File: src/rtl/aes_dr_pkg.sv
// Shared constants and types for the dual-rail (T/F) AES SubBytes datapath.
package aes_dr_pkg;

  localparam int N    = 128;
  localparam int BYTE = 8;

  // All-zero spacer that is driven on both rails while precharging.
  localparam logic [N-1:0] SPACER = '0;

  typedef enum logic [1:0] {
    IDLE = 2'd0,
    PRE  = 2'd1,
    EVAL = 2'd2,
    CAPT = 2'd3
  } ctrl_state_e;

  typedef struct packed {
    logic [N-1:0] t;
    logic [N-1:0] f;
  } dr_word_t;

endpackage

File: src/rtl/dr_valid_check.sv
// Combinational dual-rail code check: high when every (T,F) bit pair is 01 or 10.
module dr_valid_check #(
  parameter int W = 128
) (
  input  logic [W-1:0] t_i,
  input  logic [W-1:0] f_i,
  output logic         ok_o
);

  assign ok_o = &(t_i ^ f_i);

endmodule

File: src/rtl/subbytes_seq_ctrl.sv
// Precharge/evaluate sequencer for the dual-rail SubBytes array.
// Optional dual-rail code checker with sticky Fault: define DUAL_RAIL_CHECK_EN.
module subbytes_seq_ctrl
  import aes_dr_pkg::*;
#(
  parameter int STAGES     = 4,
  parameter int PRE_CYCLES = 1
) (
  input  logic         Clk,
  input  logic         Reset,
  input  logic         Start,
  input  logic [N-1:0] Data_In_T,
  input  logic [N-1:0] Data_In_F,
  output logic         Busy,
  output logic         Done,
  output logic [1:0]   Multi_Cycle_State,
  output logic         Flipflop_Indicator,
  output logic [N-1:0] SubByte_In_T,
  output logic [N-1:0] SubByte_In_F,
  input  logic [N-1:0] SubByte_Out_T,
  input  logic [N-1:0] SubByte_Out_F,
  output logic [N-1:0] Data_Out_T,
  output logic [N-1:0] Data_Out_F,
  output logic         Fault
);

  ctrl_state_e state_q, state_d;
  logic [3:0]  cnt_q, cnt_d;
  dr_word_t    lat_q, lat_d;
  dr_word_t    sbin_q, sbin_d;
  dr_word_t    dout_q, dout_d;
  logic        busy_q, busy_d;
  logic        done_q, done_d;
  logic        ff_q, ff_d;
  logic [1:0]  mcs_q, mcs_d;
  logic        start_acc;
  logic        fault_d;

  assign start_acc = (state_q == IDLE) && Start;

  always_ff @(posedge Clk or negedge Reset) begin
    if (!Reset) begin
      state_q <= IDLE;
      cnt_q   <= '0;
      lat_q   <= '0;
      sbin_q  <= '0;
      dout_q  <= '0;
      busy_q  <= 1'b0;
      done_q  <= 1'b0;
      ff_q    <= 1'b0;
      mcs_q   <= '0;
    end else begin
      state_q <= state_d;
      cnt_q   <= cnt_d;
      lat_q   <= lat_d;
      sbin_q  <= sbin_d;
      dout_q  <= dout_d;
      busy_q  <= busy_d;
      done_q  <= done_d;
      ff_q    <= ff_d;
      mcs_q   <= mcs_d;
    end
  end

  // cnt_q counts precharge cycles in PRE and the stage index in EVAL
  always_comb begin
    state_d = state_q;
    cnt_d   = cnt_q;
    case (state_q)
      IDLE: begin
        if (Start) begin
          state_d = PRE;
          cnt_d   = '0;
        end
      end
      PRE: begin
        if (cnt_q == 4'(PRE_CYCLES - 1)) begin
          state_d = EVAL;
          cnt_d   = '0;
        end else begin
          cnt_d = cnt_q + 4'd1;
        end
      end
      EVAL: begin
        if (cnt_q == 4'(STAGES - 1)) begin
          state_d = CAPT;
        end else begin
          cnt_d = cnt_q + 4'd1;
        end
      end
      CAPT:    state_d = IDLE;
      default: state_d = IDLE;
    endcase
  end

  // Outputs are computed from the upcoming state so that every port is a flop
  always_comb begin
    lat_d = lat_q;
    if (start_acc) begin
      lat_d.t = Data_In_T;
      lat_d.f = Data_In_F;
    end

    busy_d = (state_d != IDLE);
    done_d = (state_q == CAPT);
    ff_d   = (state_d == EVAL) || (state_d == CAPT);

    if (state_d == EVAL)      mcs_d = cnt_d[1:0];
    else if (state_d == CAPT) mcs_d = mcs_q;
    else                      mcs_d = 2'd0;

    sbin_d.t = ff_d ? lat_q.t : SPACER;
    sbin_d.f = ff_d ? lat_q.f : SPACER;

    dout_d = dout_q;
    if (state_q == CAPT) begin
      dout_d.t = fault_d ? SPACER : SubByte_Out_T;
      dout_d.f = fault_d ? SPACER : SubByte_Out_F;
    end
  end

`ifdef DUAL_RAIL_CHECK_EN
  logic in_ok;
  logic out_ok;
  logic fault_q;

  dr_valid_check #(.W(N)) u_in_chk (
    .t_i  (Data_In_T),
    .f_i  (Data_In_F),
    .ok_o (in_ok)
  );

  dr_valid_check #(.W(N)) u_out_chk (
    .t_i  (SubByte_Out_T),
    .f_i  (SubByte_Out_F),
    .ok_o (out_ok)
  );

  assign fault_d = fault_q | (start_acc & ~in_ok) | ((state_q == CAPT) & ~out_ok);

  always_ff @(posedge Clk or negedge Reset) begin
    if (!Reset) fault_q <= 1'b0;
    else        fault_q <= fault_d;
  end

  assign Fault = fault_q;
`else
  assign fault_d = 1'b0;
  assign Fault   = 1'b0;
`endif

  assign Busy               = busy_q;
  assign Done               = done_q;
  assign Multi_Cycle_State  = mcs_q;
  assign Flipflop_Indicator = ff_q;
  assign SubByte_In_T       = sbin_q.t;
  assign SubByte_In_F       = sbin_q.f;
  assign Data_Out_T         = dout_q.t;
  assign Data_Out_F         = dout_q.f;

endmodule

File: config.mk
export PLATFORM = sky130hd
export DESIGN_NAME = subbytes_seq_ctrl
export DESIGN_NICKNAME = d
export VERILOG_FILES = /design/src/rtl/aes_dr_pkg.sv /design/src/rtl/dr_valid_check.sv /design/src/rtl/subbytes_seq_ctrl.sv
export SDC_FILE = /design/constraint.sdc
export NUM_CORES = 1
export LEC_CHECK = 0
export ABC_AREA = 1
export CORE_AREA = 2 2 402 404
export CTS_CLUSTER_SIZE = 20
export DETAILED_ROUTE_END_ITERATION = 10
export DIE_AREA = 0 0 404 406
export PLACE_DENSITY = 0.35
export SKIP_CTS_REPAIR_TIMING = 1
export SYNTH_ARGS = -nofsm -noshare
export SYNTH_HDL_FRONTEND = slang
export SYNTH_SLANG_ARGS = --single-unit
File: constraint.sdc
create_clock -name Clk -period 3.5 [get_ports Clk]
set_input_delay 0.525 -clock Clk [delete_from_list [all_inputs] [get_ports Clk]]
set_output_delay 0.525 -clock Clk [all_outputs]
set_load 0.02 [all_outputs]
==> flow_summary_export.csv, run 1 <==
group,metric,value,unit
timing,fin_tns_setup,0,ns
timing,fmax,403.7,MHz
cells_and_area,final_cell_mix,"clkdlybuf4s50_1 (1030), nand2_1 (786), dfrtp_1 (779), nor2_1 (416), inv_1 (261)",
detailed_routing,drt-wirelength-per-cell,21.14,um
timing,fin_crit,2.477,ns
outcome,status,"finished clean",
grt,grt_max_degree,155,
grt,grt_first_pass_wirelength,176000,um
cells_and_area,fin_nets,4340,
detailed_routing,detail-route-antenna-nets,0,
pwr,total_leakage_power,20.94,nW
setup_path,critPathBufInv,1,
die,die_w,404,um
synthesis,synth_top_area_cell,"dfrtp_1",
place,hpwl,95240,um
grt,met3_usage,5.879,%
worst_hold_path,hp-class,"in -> reg",
setup_path,timing.reg2reg.setup_slack,1.30,ns
setup_path,crit_family,"buffers and inverters",
setup_path,critPathSlowestCell,"clkdlybuf4s50_1",
grt,grt_util_met2,25.52,%
timing,slew_headroom,36.34,%
place,place_area,40850,um^2
setup_path,worstSetupPathType,"reg -> out",
setup_path,cp.arrival,1.95,ns
timing,hold_slack,0.3390,ns
place,globalplace.congestion,0.8099,
grt,busiest_layer,"met2",
detailed_routing,first_pass_iters,5,
pwr,powerDensity,966.2,nW/um^2
synthesis,ys_top_cells_by_area,"dfrtp_1 (70%), nand2_1 (11%), nor2_1 (5.6%)",
clocking,cts_tree,"built",
grt,antenna_found_initial,26,
cells_and_area,final_common_cell,"clkdlybuf4s50_1",
setup_path,end_kind,"primary output",
timing,setup_violations,0,
synthesis,synth_top_cell_area_share,69.73,%
clocking,clkSlewWorstSetupHoldPaths,0.07,ns
timing,fin_ws,1.023,ns
grt,gr-total-overflow,0,
grt,use_met1,17.54,%
synthesis,syn_area,27960,um^2
detailed_routing,via_count,21730,
synthesis,ys.warnings.count,0,
timing,worst_pin_slew,0.9548,ns
clocking,clockRootBuffer,"clkbuf_16",
detailed_routing,viasPerCell,3.625,
clocking,clk_path_buf_depth,3,
cells_and_area,fin_area,44130,um^2
cells_and_area,area_growth_syn_to_layout,57.86,%
setup_path,critPathMaxFanout,2,
timing,slew_violations,0,
synthesis,netlist_instances,2766,
setup_path,cp_cell_sequence,"clkdlybuf4s50_1",
setup_path,cp_slowest_stage_delay,0.89,ns
pwr,ir_drop,0.6026,mV
die,ios,1033,
die,dieArea,164000,um^2
clocking,clock_latency,0.72,ns
detailed_routing,drcViolationCount,0,
place,port-buffer-count,1031,
synthesis,synth_area_per_cell,10.11,um^2
timing,post-route-period-util,70.78,%
setup_path,crit_required,2.97,ns
pwr,total_power,42.64,mW
synthesis,syn-num-nets,3283,
job,maxCapViolations,0,
cells_and_area,drive_above_1_share,8.303,%
die,core-area,159600,um^2
synthesis,yosysSeqAreaShare,69.73,%
clocking,numCtsBuffers,101,
setup_path,crit_path_start_kind,"register",
clocking,cts_max_level,3,
clocking,clkSinkCount,779,
die,rows,147,
synthesis,yosys.cell_types.count,22,
detailed_routing,wl,126800,um
die,die_h,406,um
place,place_ws,1.170,ns
grt,grt_pass1_vias,22529,
die,start_util,17.51,%
timing,finClkSkew,0.03346,ns
synthesis,ys_seq_elements,779,
timing,finalHoldViolCount,0,
grt,grt_usage,15.05,%
detailed_routing,drt_iter0_drc,948,
timing,rsz0062_at_grt,"false",
[final cells by class]
cell class              instances  area [um^2]
repair buffers               1096        11170
well taps                    2086         2610
multi-input cells            1579         6586
flip-flops and latches        779        19490
diodes                          7        17.52
fillers                     17050       115500
clock buffers                 160         3032
clock inverters                22        221.5
inverters                     266         1006
[Yosys cell counts]
cell type  number
a21oi_1       257
inv_2           4
nand2_1       787
o21ai_0         3
nand3b_1        1
ha_1            2
nor2_2        101
nand4_1         1
nor2_4          1
dfrtp_1       779
clkinv_1        1
nor2_8          1
xor2_1          1
nand3_1         7
buf_1           4
conb_1          1
clkbuf_1       19
buf_2          67
inv_1         261
buf_6          23
nor2_1        416
buf_4          29
[state kept, by name (all words and copies together) (netlist names)]
signal / flops
Busy: 1
Data_Out_F: 128
Data_Out_T: 128
Done: 1
Flipflop_Indicator: 1
Multi_Cycle_State: 2
SubByte_In_F: 128
SubByte_In_T: 128
cnt_q: 4
lat_q: 256
state_q: 2
[layer usage]
metal / vias to the layer above / routed length (um) / part of all wire [%]
met5: - / 84 / 0.066
met4: 14 / 2553 / 2.0
met3: 158 / 10940 / 8.6
met2: 624 / 63270 / 50
met1: 10524 / 49910 / 39
li1: 10410 / - / -
[per-stage QoR]
step           std cells  utilization, %
2_1_floorplan       2766               -
3_3_place_gp        5805           25.59
3_5_place_dp        5805           25.59
4_1_cts             5987           27.63
5_1_grt             5994           27.64
6_report            5995           27.64
[power breakdown]
group | total [mW] | switching [mW] | internal (mW)
logic | 17.9 | 10.8 | 7.04
registers | 14.5 | 1.50 | 13.0
clock network | 10.3 | 4.27 | 6.00
total | 42.6 | 16.6 | 26.0
[kinds of logic (layout without fill, tap and decap cells)]
family / Yosys count / count (layout) / share of synthesized area (%)
xor+xnor: 1 / 1 / 0.03133
flops: 779 / 779 / 69.73
simple gates: 1315 / 1315 / 18.70
fa+ha+maj: 2 / 2 / 0.08950
compound gates: 260 / 260 / 4.654
other cells: 1 / 8 / 0.01341
buf+inv: 408 / 1544 / 6.785
[worst paths after layout]
| path | startpoint | endpoint | cells after the start |
|---|---|---|---|
| max | Data_Out_T[111] | Data_Out_T[111] | 1 |
| min | SubByte_Out_F[86] | Data_Out_F[86] | 3 |
| max reg2reg | state_q[0] | Data_Out_F[64] | 5 |
| min reg2reg | lat_q[168] | SubByte_In_T[40] | 2 |
| max in group asynchronous | Reset | Data_Out_F[119] | 3 |
| min in group asynchronous | Reset | Data_Out_T[35] | 2 |
(Power assumes the default switching activity.)
==> inputs of run 2 (changes only) <==
--- a/config.mk
+++ b/config.mk
@@ -6,11 +6,11 @@
 export NUM_CORES = 1
 export LEC_CHECK = 0
 export ABC_AREA = 1
-export CORE_AREA = 2 2 402 404
+export CORE_AREA = 2 2 408 410
 export CTS_CLUSTER_SIZE = 20
 export DETAILED_ROUTE_END_ITERATION = 10
-export DIE_AREA = 0 0 404 406
-export PLACE_DENSITY = 0.35
+export DIE_AREA = 0 0 410 412
+export PLACE_DENSITY = 0.34
 export SKIP_CTS_REPAIR_TIMING = 1
 export SYNTH_ARGS = -nofsm -noshare
 export SYNTH_HDL_FRONTEND = slang
==> constraint.sdc (replaced) <==
create_clock -name Clk -period 2.41 [get_ports Clk]
set_input_delay 0.3615 -clock Clk [delete_from_list [all_inputs] [get_ports Clk]]
set_output_delay 0.3615 -clock Clk [all_outputs]
set_load 0.02 [all_outputs]
==> flow_summary_export.csv, run 2 (same netlist as run 1, synthesis figures left out) <==
group,metric,value,unit
detailed_routing,drcViolationCount,0,
timing,rsz0062_at_grt,"false",
setup_path,r2r_cells,8,
timing,worst_pin_slew,0.8917,ns
clocking,clk_path_buf_depth,3,
clocking,clkSinkCount,779,
grt,antenna_found_initial,32,
worst_hold_path,whs_path_depth,3,
grt,grt_first_pass_wirelength,182800,um
die,start_util,17.02,%
cells_and_area,drive_above_1_share,8.434,%
clocking,clock_latency,0.73,ns
place,hpwl,102700,um
worst_hold_path,min-delay-start,"SubByte_Out_F[101]",
die,die_h,412,um
cells_and_area,largest_reg_flops,256,
cells_and_area,multi_input_area,6586,um^2
cells_and_area,final_common_cell,"clkdlybuf4s50_1",
timing,fin_ws,0.06810,ns
setup_path,end_kind,"primary output",
timing,fin_crit,2.342,ns
setup_path,critPathSlowestCell,"clkdlybuf4s50_1",
cells_and_area,fin_nets,4341,
timing,finClkSkew,0.04347,ns
timing,finalHoldViolCount,0,
die,ios,1033,
clocking,cts_max_level,3,
setup_path,cp.arrival,1.98,ns
grt,grt_max_degree,120,
setup_path,cp_cell_sequence,"clkdlybuf4s50_1",
setup_path,crit_path_start_kind,"register",
cells_and_area,final_cell_mix,"clkdlybuf4s50_1 (1025), nand2_1 (786), dfrtp_1 (779), nor2_1 (416), inv_1 (261)",
setup_path,timing.reg2reg.setup_slack,0.66,ns
worst_hold_path,min_to,"Data_Out_F[101]",
pwr,total_power,63.04,mW
cells_and_area,regArea,19490,um^2
clocking,clockRootBuffer,"clkbuf_16",
die,die_w,410,um
pwr,total_leakage_power,21.03,nW
setup_path,critPathMaxFanout,2,
grt,grt_pass1_vias,22302,
timing,slew_violations,0,
cells_and_area,area_growth_syn_to_layout,58.93,%
place,port-buffer-count,1031,
grt,gr-total-overflow,0,
setup_path,worstSetupPathType,"reg -> out",
cells_and_area,top_register,"lat_q",
place,globalplace.congestion,0.8391,
setup_path,crit_family,"buffers and inverters",
die,rows,149,
clocking,numCtsBuffers,101,
setup_path,crit_required,2.05,ns
cells_and_area,n_fill_cell,17457,
clocking,cts_tree,"built",
pwr,ir_drop,0.6176,mV
timing,post-route-period-util,97.17,%
die,core-area,164200,um^2
detailed_routing,via_count,22209,
setup_path,cp_slowest_stage_delay,0.89,ns
worst_hold_path,hp-class,"in -> reg",
die,dieArea,168900,um^2
setup_path,path_depth,1,
setup_path,r2r_end,"SubByte_In_T[87]",
pwr,powerDensity,1419,nW/um^2
detailed_routing,detail-route-antenna-nets,0,
detailed_routing,drt-wirelength-per-cell,22.00,um
timing,fmax,427.0,MHz
detailed_routing,first_pass_iters,5,
clocking,clkSlewWorstSetupHoldPaths,0.06,ns
detailed_routing,wl,134100,um
job,maxCapViolations,0,
place,place_ws,0.5133,ns
detailed_routing,drt_iter0_drc,1282,
timing,slew_headroom,40.55,%
setup_path,reg2reg_from,"cnt_q[0]",
timing,setup_violations,0,
grt,grt_usage,15.37,%
outcome,status,"finished clean",
detailed_routing,viasPerCell,3.644,
setup_path,critPathBufInv,1,
run 2: worst max-delay path by stage:
stage / from / to / slack (ns)
floorplan: cnt_q[0] / SubByte_In_F[100] / 1.05
global placement: Start / lat_q[60] / 0.54
detailed placement: Start / lat_q[112] / 0.51
CTS: Data_Out_T[109] / Data_Out_T[109] / -0.01
global route: Data_Out_T[109] / Data_Out_T[109] / 0.02
finish: Data_Out_T[112] / Data_Out_T[112] / 0.07
run 2: power breakdown:
group          switching [mW]  internal, mW
clock                    6.18          9.20
sequential               2.44          18.8
combinational            16.1          10.3
total                    24.7          38.4
run 2: routing by layer:
metal  vias to the layer above  track usage, %  wire (um)  part of all wire [%]
met3                       178           5.405      10640                   7.9
met2                       694           25.40      64950                    48
met1                     10915           18.99      55560                    41
li1                      10412               -          -                     -
met4                        10           3.917       2867                   2.1
met5                         -               0         64                 0.048
run 2: area by class of cell:
cell class | count | share of cell area [%]
Clock inverter | 20 | 0.6871
Antenna cell | 5 | 0.02816
Inverter | 266 | 2.264
Clock buffer | 160 | 6.871
Timing Repair Buffer | 1097 | 25.29
Sequential cell | 779 | 43.87
Tap cell | 2189 | 6.164
Multi-Input combinational cell | 1579 | 14.82
run 2: worst reg2reg max path, delay by kind of cell (launching register included):
kind	cells	cell delay, ns
AND/OR/NAND/NOR	4	0.36
adder cells (fa/ha/maj)	1	0.19
flip-flops	1	0.42
buffers and inverters	3	0.68
run 2: stage by stage:
| stage | cell area (um^2) | setup TNS, ns | hold WS, ns | utilization [%] | instances |
|---|---|---|---|---|---|
| final | 44430 | 0 | 0.1734 | 27.05 | 6095 |
| after global routing | 44430 | 0 | 0.1438 | 27.05 | 6093 |
| after CTS | 44410 | -0.01031 | -0.4552 | 27.04 | 6089 |
| after detailed placement | 41050 | 0 | 0.3542 | 24.99 | 5909 |
| after global placement | 41050 | 0 | 0.3443 | 24.99 | 5909 |
| after floorplan | 27960 | 0 | 0.06591 | - | 2766 |
